--- src/rtl/vga_timing_pkg.sv ---
// Shared mode constants and geometry helpers for the VGA raster timing generator.
// Used by vga_timing and vga_axis_counter (VGA_TIMING_FRAME_CNT_EN is handled in vga_timing).
package vga_timing_pkg;

    typedef struct packed {
        int unsigned active;
        int unsigned fp;
        int unsigned sync;
        int unsigned bp;
        logic        pol;
    } axis_mode_t;

    localparam axis_mode_t MODE_640X480_H = '{active: 640, fp: 16, sync: 96,  bp: 48, pol: 1'b0};
    localparam axis_mode_t MODE_640X480_V = '{active: 480, fp: 10, sync: 2,   bp: 33, pol: 1'b0};
    localparam axis_mode_t MODE_800X600_H = '{active: 800, fp: 40, sync: 128, bp: 88, pol: 1'b1};
    localparam axis_mode_t MODE_800X600_V = '{active: 600, fp: 1,  sync: 4,   bp: 23, pol: 1'b1};

    function automatic int axis_total(input int active, input int fp, input int sync, input int bp);
        return active + fp + sync + bp;
    endfunction

    function automatic int sync_start(input int active, input int fp);
        return active + fp;
    endfunction

    // Exclusive upper bound of the sync window.
    function automatic int sync_end(input int active, input int fp, input int sync);
        return active + fp + sync;
    endfunction

    // Bits needed to hold the value n (at least one).
    function automatic int min_cw(input int n);
        int w;
        w = 1;
        for (int i = 1; i < 31; i++) begin
            if ((n >> i) != 0) w = i + 1;
        end
        return w;
    endfunction

endpackage

--- src/rtl/vga_axis_counter.sv ---
// One raster axis: wrapping position counter with registered sync and wrap strobe,
// plus the next-state active flag so the parent can register a combined draw.
module vga_axis_counter
    import vga_timing_pkg::*;
#(
    parameter int ACTIVE = 640,
    parameter int FP     = 16,
    parameter int SYNC   = 96,
    parameter int BP     = 48,
    parameter bit POL    = 1'b0,
    parameter int CW     = 10
) (
    input  logic          clk,
    input  logic          rst,
    input  logic          step_i,
    output logic          last_o,
    output logic [CW-1:0] pos_o,
    output logic          active_nx_o,
    output logic          sync_o,
    output logic          wrap_o
);

    localparam int TOTAL = axis_total(ACTIVE, FP, SYNC, BP);
    localparam int SS    = sync_start(ACTIVE, FP);
    localparam int SE    = sync_end(ACTIVE, FP, SYNC);

    logic [CW-1:0] pos_q, pos_d;
    logic          sync_q, sync_d;
    logic          wrap_q, wrap_d;

    assign last_o = (pos_q == CW'(TOTAL - 1));

    // Outputs are decoded from the next position so they move on the same edge as pos.
    always_comb begin
        pos_d  = pos_q;
        wrap_d = 1'b0;
        if (step_i) begin
            if (last_o) begin
                pos_d  = '0;
                wrap_d = 1'b1;
            end else begin
                pos_d = pos_q + 1'b1;
            end
        end
        active_nx_o = (int'(pos_d) < ACTIVE);
        sync_d      = ((int'(pos_d) >= SS) && (int'(pos_d) < SE)) ? POL : ~POL;
    end

    always_ff @(posedge clk or posedge rst) begin
        if (rst) begin
            pos_q  <= '0;
            sync_q <= ~POL;
            wrap_q <= 1'b0;
        end else begin
            pos_q  <= pos_d;
            sync_q <= sync_d;
            wrap_q <= wrap_d;
        end
    end

    assign pos_o  = pos_q;
    assign sync_o = sync_q;
    assign wrap_o = wrap_q;

endmodule

--- src/rtl/vga_timing.sv ---
// Parametrised VGA raster timing generator with pixel clock-enable divider.
// Define VGA_TIMING_FRAME_CNT_EN to add the frame_cnt output and counter.
module vga_timing
    import vga_timing_pkg::*;
#(
    parameter int H_ACTIVE = 640,
    parameter int H_FP     = 16,
    parameter int H_SYNC   = 96,
    parameter int H_BP     = 48,
    parameter int V_ACTIVE = 480,
    parameter int V_FP     = 10,
    parameter int V_SYNC   = 2,
    parameter int V_BP     = 33,
    parameter bit HS_POL   = 1'b0,
    parameter bit VS_POL   = 1'b0,
    parameter int PIX_DIV  = 1,
    parameter int CW       = 10
`ifdef VGA_TIMING_FRAME_CNT_EN
    ,
    parameter int FC_W     = 8
`endif
) (
    input  logic          clk,
    input  logic          rst,
    input  logic          en,
    output logic          pix_ce,
    output logic [CW-1:0] x,
    output logic [CW-1:0] y,
    output logic          draw,
    output logic          hs,
    output logic          vs,
    output logic          line_start,
    output logic          frame_start
`ifdef VGA_TIMING_FRAME_CNT_EN
    ,
    output logic [FC_W-1:0] frame_cnt
`endif
);

    localparam int H_TOTAL = axis_total(H_ACTIVE, H_FP, H_SYNC, H_BP);
    localparam int V_TOTAL = axis_total(V_ACTIVE, V_FP, V_SYNC, V_BP);
    localparam int DIV_W   = (PIX_DIV > 1) ? min_cw(PIX_DIV - 1) : 1;
    localparam logic [DIV_W-1:0] DIV_LAST = DIV_W'(PIX_DIV - 1);

    if ((CW < min_cw(H_TOTAL - 1)) || (CW < min_cw(V_TOTAL - 1))) begin : g_cw_too_narrow
        $error("vga_timing: CW cannot hold H_TOTAL-1 / V_TOTAL-1");
    end
    if (PIX_DIV < 1) begin : g_bad_pix_div
        $error("vga_timing: PIX_DIV must be at least 1");
    end

    logic [DIV_W-1:0] div_q, div_d;
    logic             h_last, v_last, v_step;
    logic             h_act_nx, v_act_nx;
    logic             draw_q, draw_d;

    always_comb begin
        div_d = div_q;
        if (en) div_d = (div_q == DIV_LAST) ? '0 : div_q + 1'b1;
    end

    always_ff @(posedge clk or posedge rst) begin
        if (rst) div_q <= '0;
        else     div_q <= div_d;
    end

    assign pix_ce = en && (div_q == DIV_LAST);
    assign v_step = pix_ce & h_last;

    vga_axis_counter #(
        .ACTIVE (H_ACTIVE), .FP(H_FP), .SYNC(H_SYNC), .BP(H_BP), .POL(HS_POL), .CW(CW)
    ) u_h (
        .clk        (clk),
        .rst        (rst),
        .step_i     (pix_ce),
        .last_o     (h_last),
        .pos_o      (x),
        .active_nx_o(h_act_nx),
        .sync_o     (hs),
        .wrap_o     (line_start)
    );

    vga_axis_counter #(
        .ACTIVE (V_ACTIVE), .FP(V_FP), .SYNC(V_SYNC), .BP(V_BP), .POL(VS_POL), .CW(CW)
    ) u_v (
        .clk        (clk),
        .rst        (rst),
        .step_i     (v_step),
        .last_o     (v_last),
        .pos_o      (y),
        .active_nx_o(v_act_nx),
        .sync_o     (vs),
        .wrap_o     (frame_start)
    );

    assign draw_d = h_act_nx & v_act_nx;

    always_ff @(posedge clk or posedge rst) begin
        if (rst) draw_q <= 1'b1;
        else     draw_q <= draw_d;
    end

    assign draw = draw_q;

`ifdef VGA_TIMING_FRAME_CNT_EN
    logic [FC_W-1:0] fc_q, fc_d;

    // Counts on the same edge that raises frame_start.
    assign fc_d = (v_step & v_last) ? fc_q + 1'b1 : fc_q;

    always_ff @(posedge clk or posedge rst) begin
        if (rst) fc_q <= '0;
        else     fc_q <= fc_d;
    end

    assign frame_cnt = fc_q;
`else
    logic unused_v_last;
    assign unused_v_last = v_last;
`endif

endmodule

--- config.mk ---
export PLATFORM = sky130hd
export DESIGN_NAME = vga_timing
export DESIGN_NICKNAME = d
export VERILOG_FILES = /design/src/rtl/vga_timing_pkg.sv /design/src/rtl/vga_axis_counter.sv /design/src/rtl/vga_timing.sv
export SDC_FILE = /design/constraint.sdc
export NUM_CORES = 1
export LEC_CHECK = 0
export ABC_AREA = 1
export CAP_MARGIN = 20
export CORE_MARGIN = 1
export CORE_UTILIZATION = 40
export CTS_CLUSTER_SIZE = 8
export DETAILED_ROUTE_END_ITERATION = 10
export REMOVE_ABC_BUFFERS = 1
export SETUP_SLACK_MARGIN = 0.4
export SYNTH_ARGS = -nofsm -noshare
export SYNTH_HDL_FRONTEND = slang
export SYNTH_SLANG_ARGS = --single-unit
--- constraint.sdc ---
create_clock -name clk -period 2 [get_ports clk]
set_input_delay 0.4 -clock clk [delete_from_list [all_inputs] [get_ports clk]]
set_output_delay 0.4 -clock clk [all_outputs]
set_load 0.005 [all_outputs]
# --- Word level (Yosys, flattened, before mapping) ---
# Cells that the tools add are included.
op_classes:
  n_addsub: 3
  n_lt_le_gt_ge: 6
  shifts: 0
  reduce_logical: 3
  mux: 11
  n_eq_ne: 2
  mul: 0
  div: 0
  n_bitwise: 3
op_table:
  columns: ["cell", "count"]
  rows:
  - ["2-to-1 mux 10 bit", 4]
  - ["adder 10 x 1 -> 10 bit (second input constant)", 2]
  - ["== test 10 bit (second input constant)", 2]
  - ["< comparator 10 bit (second input constant)", 2]
  - ["< comparator 10 x 9 -> 1 bit (second input constant)", 2]
  - ["greater-or-equal comparator 10 bit (second input constant)", 1]
  - ["greater-or-equal comparator 10 x 9 -> 1 bit (second input constant)", 1]
  - ["2-to-1 mux 1 bit", 7]
  - ["logical AND 1 bit", 3]
  - ["bitwise AND 1 bit", 2]
  - ["adder 1 bit (second input constant)", 1]
  - ["inverter 1 bit", 1]
word_totals:
  latchBits: 0
  memories: 0
  mem_bits_rw: 0
  out_inout_bits: 26
  in_bits: 3
  rom_bits: 0
  register_bits: 26

# --- Longest topological paths before layout ---
logic_depth:
  ltp_word: 7
  ltp_mapped: 12
  ltp_nobuf: 12

# --- Modules after synthesis ---
# Synthesis repeated with hierarchy kept, for this count alone.
unflattened:
  cells_unflattened: 214
  area_unflattened_um2: 1565.3
modules_own_cells:
  columns: ["mod", "cells_per_inst", "seq_area_each_um2", "area_per_inst_um2", "n_inst"]
  rows:
  - ["vga_axis_counter at u_v", 112, 301.5, 772.0, 1]
  - ["vga_axis_counter at u_h", 95, 301.5, 740.7, 1]
  - ["vga_timing", 7, 26.3, 52.6, 1]

# --- Worst setup path after synthesis ---
# No wires, ideal clock.
synth_timing:
  path_kind: "reg2reg"
  from: "register u_h.pos_q[0], in the netlist u_h.pos_o[0]"
  to: "register u_v.sync_q, in the netlist u_v.sync_o"
  synth_period_minus_slack_ns: 1.575
  slack_ns: 0.425
  arrival_ns: 1.492
  n_path_buf: 1
  path_stages_with_launch: 12
  path_cell_list: "dfrtp_1 > ha_1 > nand2_2 > nor2_4 > nand2_4 > nor2_8 > buf_12 > nand3_4 > nand2_4 > nand3_2 > nor2_1 > nand3_1"
synth_via:
  elab_chain_cells: 6
synth_rtl:
  columns: ["item", "line_no", "rtl"]
  rows:
  - ["start: declaration", "vga_axis_counter.sv:27", "logic [CW-1:0] pos_q, pos_d;"]
  - ["start signal: assignment", "vga_axis_counter.sv:55", "pos_q <= pos_d;"]
  - ["== test 10 bit (*)", "vga_axis_counter.sv:31", "assign last_o = (pos_q == CW'(TOTAL - 1));"]
  - ["bitwise AND 1 bit (*)", "vga_timing.sv:68", "assign v_step = pix_ce & h_last;"]
  - ["2-to-1 mux 10 bit (*)", "vga_axis_counter.sv:37", "if (step_i) begin"]
  - ["via u_v.pos_d[1]", "vga_axis_counter.sv:27", null]
  - ["greater-or-equal comparator 10 x 9 -> 1 bit or < comparator 10 x 9 -> 1 bit (tied branches)", "vga_axis_counter.sv:46", "sync_d = ((int'(pos_d) >= SS) && (int'(pos_d) < SE)) ? POL : ~POL;"]
  - ["logical AND 1 bit (*)", "vga_axis_counter.sv:46", null]
  - ["2-to-1 mux 1 bit (*)", "vga_axis_counter.sv:46", null]
  - ["via u_v.sync_d", "vga_axis_counter.sv:28", "logic sync_q, sync_d;"]
  - ["end signal: assignment", "vga_axis_counter.sv:52", "sync_q <= ~POL;"]
  - ["end signal: assignment", "vga_axis_counter.sv:56", "sync_q <= sync_d;"]
  - ["end: declaration", "vga_axis_counter.sv:28", null]
# The timed path passes the listed nets; every way through them passes the cells marked *.
# A chain may end at the register's enable or synchronous reset.

# --- Final worst setup path ---
# Same ends and word-level chain as after synthesis.

==> results.cfg <==
[sta]
whs_ps = 480
period_minus_slack_ps = 1680
hold_viol = 0
drv_slew = 0
post-route-period-util_pct = 84.1
fmax_mhz = 595
tightest_slew_ps = 331
timing.slew.headroom_pct = 78.0
skew_ps = 4.49
setup_viol = 0
rsz0062_at_grt = true

[critical_path]
crit_fanout = 6
criticalPathCategory = flop to flop
arrival_ps = 1880
reg2reg_depth = 13
r2r_end = u_v.sync_o
startpoint = u_h.pos_o[0]
critPathLaunchType = flop
crit_required_ps = 2200
end_kind = flop
endpoint = u_v.sync_o
r2r-start = u_h.pos_o[0]
rrSetupSlack_ps = 320

[layout]
antenna_cells = 0
nets = 277
fin_area_sq_um = 2340
n_fill_cell = 318
area_growth_pct = 52.3
seq_area_sq_um = 639
multiInputGateArea_sq_um = 825
drive_gt1_share_pct = 35.9
final_cells = 318

[logic_synthesis]
yosysTopAreaCellShare_pct = 35.8
yosysUniqueCellTypes = 29
synth_area_sq_um = 1540
syn_area_per_cell_sq_um = 7.73
netlist_instances = 199
yosysMostFrequentCell = nand2_1
synthFlopType = dfrtp_1
ys_seq_elements = 25
ys_seq_area_share_pct = 40.9
yosysWarnings = 0
synth_top_cells_by_area = dfrtp_1, nand2_1, inv_1
synth_edf_count = 0
synth_common_cells = nand2_1, inv_1, nor2_1
synth_top_area_cell = dfrtp_1
synthArstFlopShare_pct = 100

[place]
hpwl_um = 2430
place_area_sq_um = 1900
placed_cells = 279
port_buffers = 28
gp_congestion = 0.771

[routing]
vias = 1467
wl_per_cell_um = 11.5
drt-initial-drc-count = 74
detail_route.first_pass.iterations = 4
drc_errors = 0
routed_wl_um = 3660
ant_nets = 0
viasPerCell = 4.61

[hold_path]
hp-class = input port to async pin

[grt]
grt_pass1_vias = 1445
gr-total-overflow = 0
gr-usage-all-layers_pct = 19.9
grt_pass1_wl_um = 6390
antenna_found_initial = 0
grt_max_degree = 26

[clock_tree]
cts.clk_slew.worst_paths_ps = 90
cts.htree.levels = 1
cts_root_buf = clkbuf_8
cts_tree = yes
numCtsBuffers = 3
holdBufCountCts = 0
clk_path_buf_depth = 2
clock-sinks = 25
clk_latency_ps = 270

[job]
cap_violations = 0

[floorplan]
coreArea_sq_um = 3660
die_h_um = 64
die_w_um = 64
dieArea_sq_um = 4100
row_count = 22
start_util_pct = 42.0
ioPinCount = 29

[pwr]
power_density_nw_per_um2 = 707
cellLeakagePower_nw = 1.23
power_mw = 1.66
ir_worst_vdd_mv = 0.788

[outcome]
outcome = complete, no violations
## critical path, cell delays in order (launching register included)
cell and delay [ps]:
dfrtp_1 400, ha_4 180, nand2_4 50, nor2_4 140, nand2_4 90, nor2_8 180
buf_12 130, nand2_2 40, nand2_1 50, nand2_1 60, inv_2 60, nand2_1 40
nor2_1 110, nand3_1 80
## timing repair
action                                  CTS  global route
gates resized for setup                  24            34
endpoints found under the hold margin     0             0
cloned                                    1             0
buffers inserted                         24            10
pin swaps                                 2            12
endpoints found under the setup margin   34            13
## per-layer routing
metal / share of wire [%] / routed length (um) / global-route usage, %
met1: 49 / 1790 / 25.7
met2: 47 / 1730 / 33.8
met3: 2.4 / 86 / 3.57
met4: 1.4 / 51 / 5.97
met5: 0 / 0 / 0
## cell type report
class	instances	area share [%]
Multi-Input combinational cell	132	35.2
Sequential cell	25	27.3
Timing Repair Buffer	70	26.7
Inverter	39	6.25
Tap cell	48	2.56
Clock buffer	3	1.76
Clock inverter	1	0.214
## layout by cell type, fill, tap and decap left out, types with 4 or more instances in the layout
cell type,n
clkdlybuf4s50_1,11
o21ai_0,5
nand3_1,14
dlymetal6s2s_1,5
nor2_4,4
xor2_1,4
nor2_2,8
dlygate4sd2_1,11
nand2_1,37
nand3_4,4
dfrtp_1,14
buf_4,37
nand4_1,10
nor2_1,18
inv_1,34
nand2_2,6
inv_2,5
dfrtp_2,8
## flip-flops by register name, summed over array words and instances, names as in the netlist
signal      flops
u_v.sync_o      1
u_h.sync_o      1
u_v.pos_o      10
u_h.wrap_o      1
u_h.pos_o      10
u_v.wrap_o      1
draw            1
## worst min path at each step
stage | from | end | slack, ps | depth (start not counted)
2_1_floorplan | rst | u_h.pos_o[0] | 430 | 1
3_3_place_gp | u_h.pos_o[3] | u_h.pos_o[3] | 550 | 1
3_5_place_dp | u_h.pos_o[3] | u_h.pos_o[3] | 550 | 1
4_1_cts | rst | u_v.pos_o[9] | 490 | 3
5_1_grt | rst | u_v.pos_o[9] | 520 | 3
6_report | rst | u_v.pos_o[9] | 480 | 3
## stage by stage
step | TNS [ps] | worst slack [ps] | util (%)
detailed placement | -263 | -129 | 51.8
CTS | 0 | 343 | 58.7
finish | 0 | 319 | 64.0
floorplan | 0 | 396 | -
global placement | -151 | -107 | 51.8
global route | 0 | 180 | 64.0
## cell families (layout without fill, tap and decap cells)
family	after synthesis	after routing	share of synthesized area, %
XOR/XNOR	4	4	2.28
AND/OR/NAND/NOR	114	115	38.6
buffers and inverters	43	113	12.3
flip-flops	25	25	40.9
adder cells (fa/ha/maj)	3	3	2.44
AO/OA/AOI/OAI	10	10	3.42
## where the power goes
part | switching, mW | leakage, nW | internal, mW
Sequential | 0.0782 | 0.269 | 0.575
Clock | 0.160 | 0.0255 | 0.139
Combinational | 0.320 | 0.938 | 0.384
(Power assumes the default switching activity.)
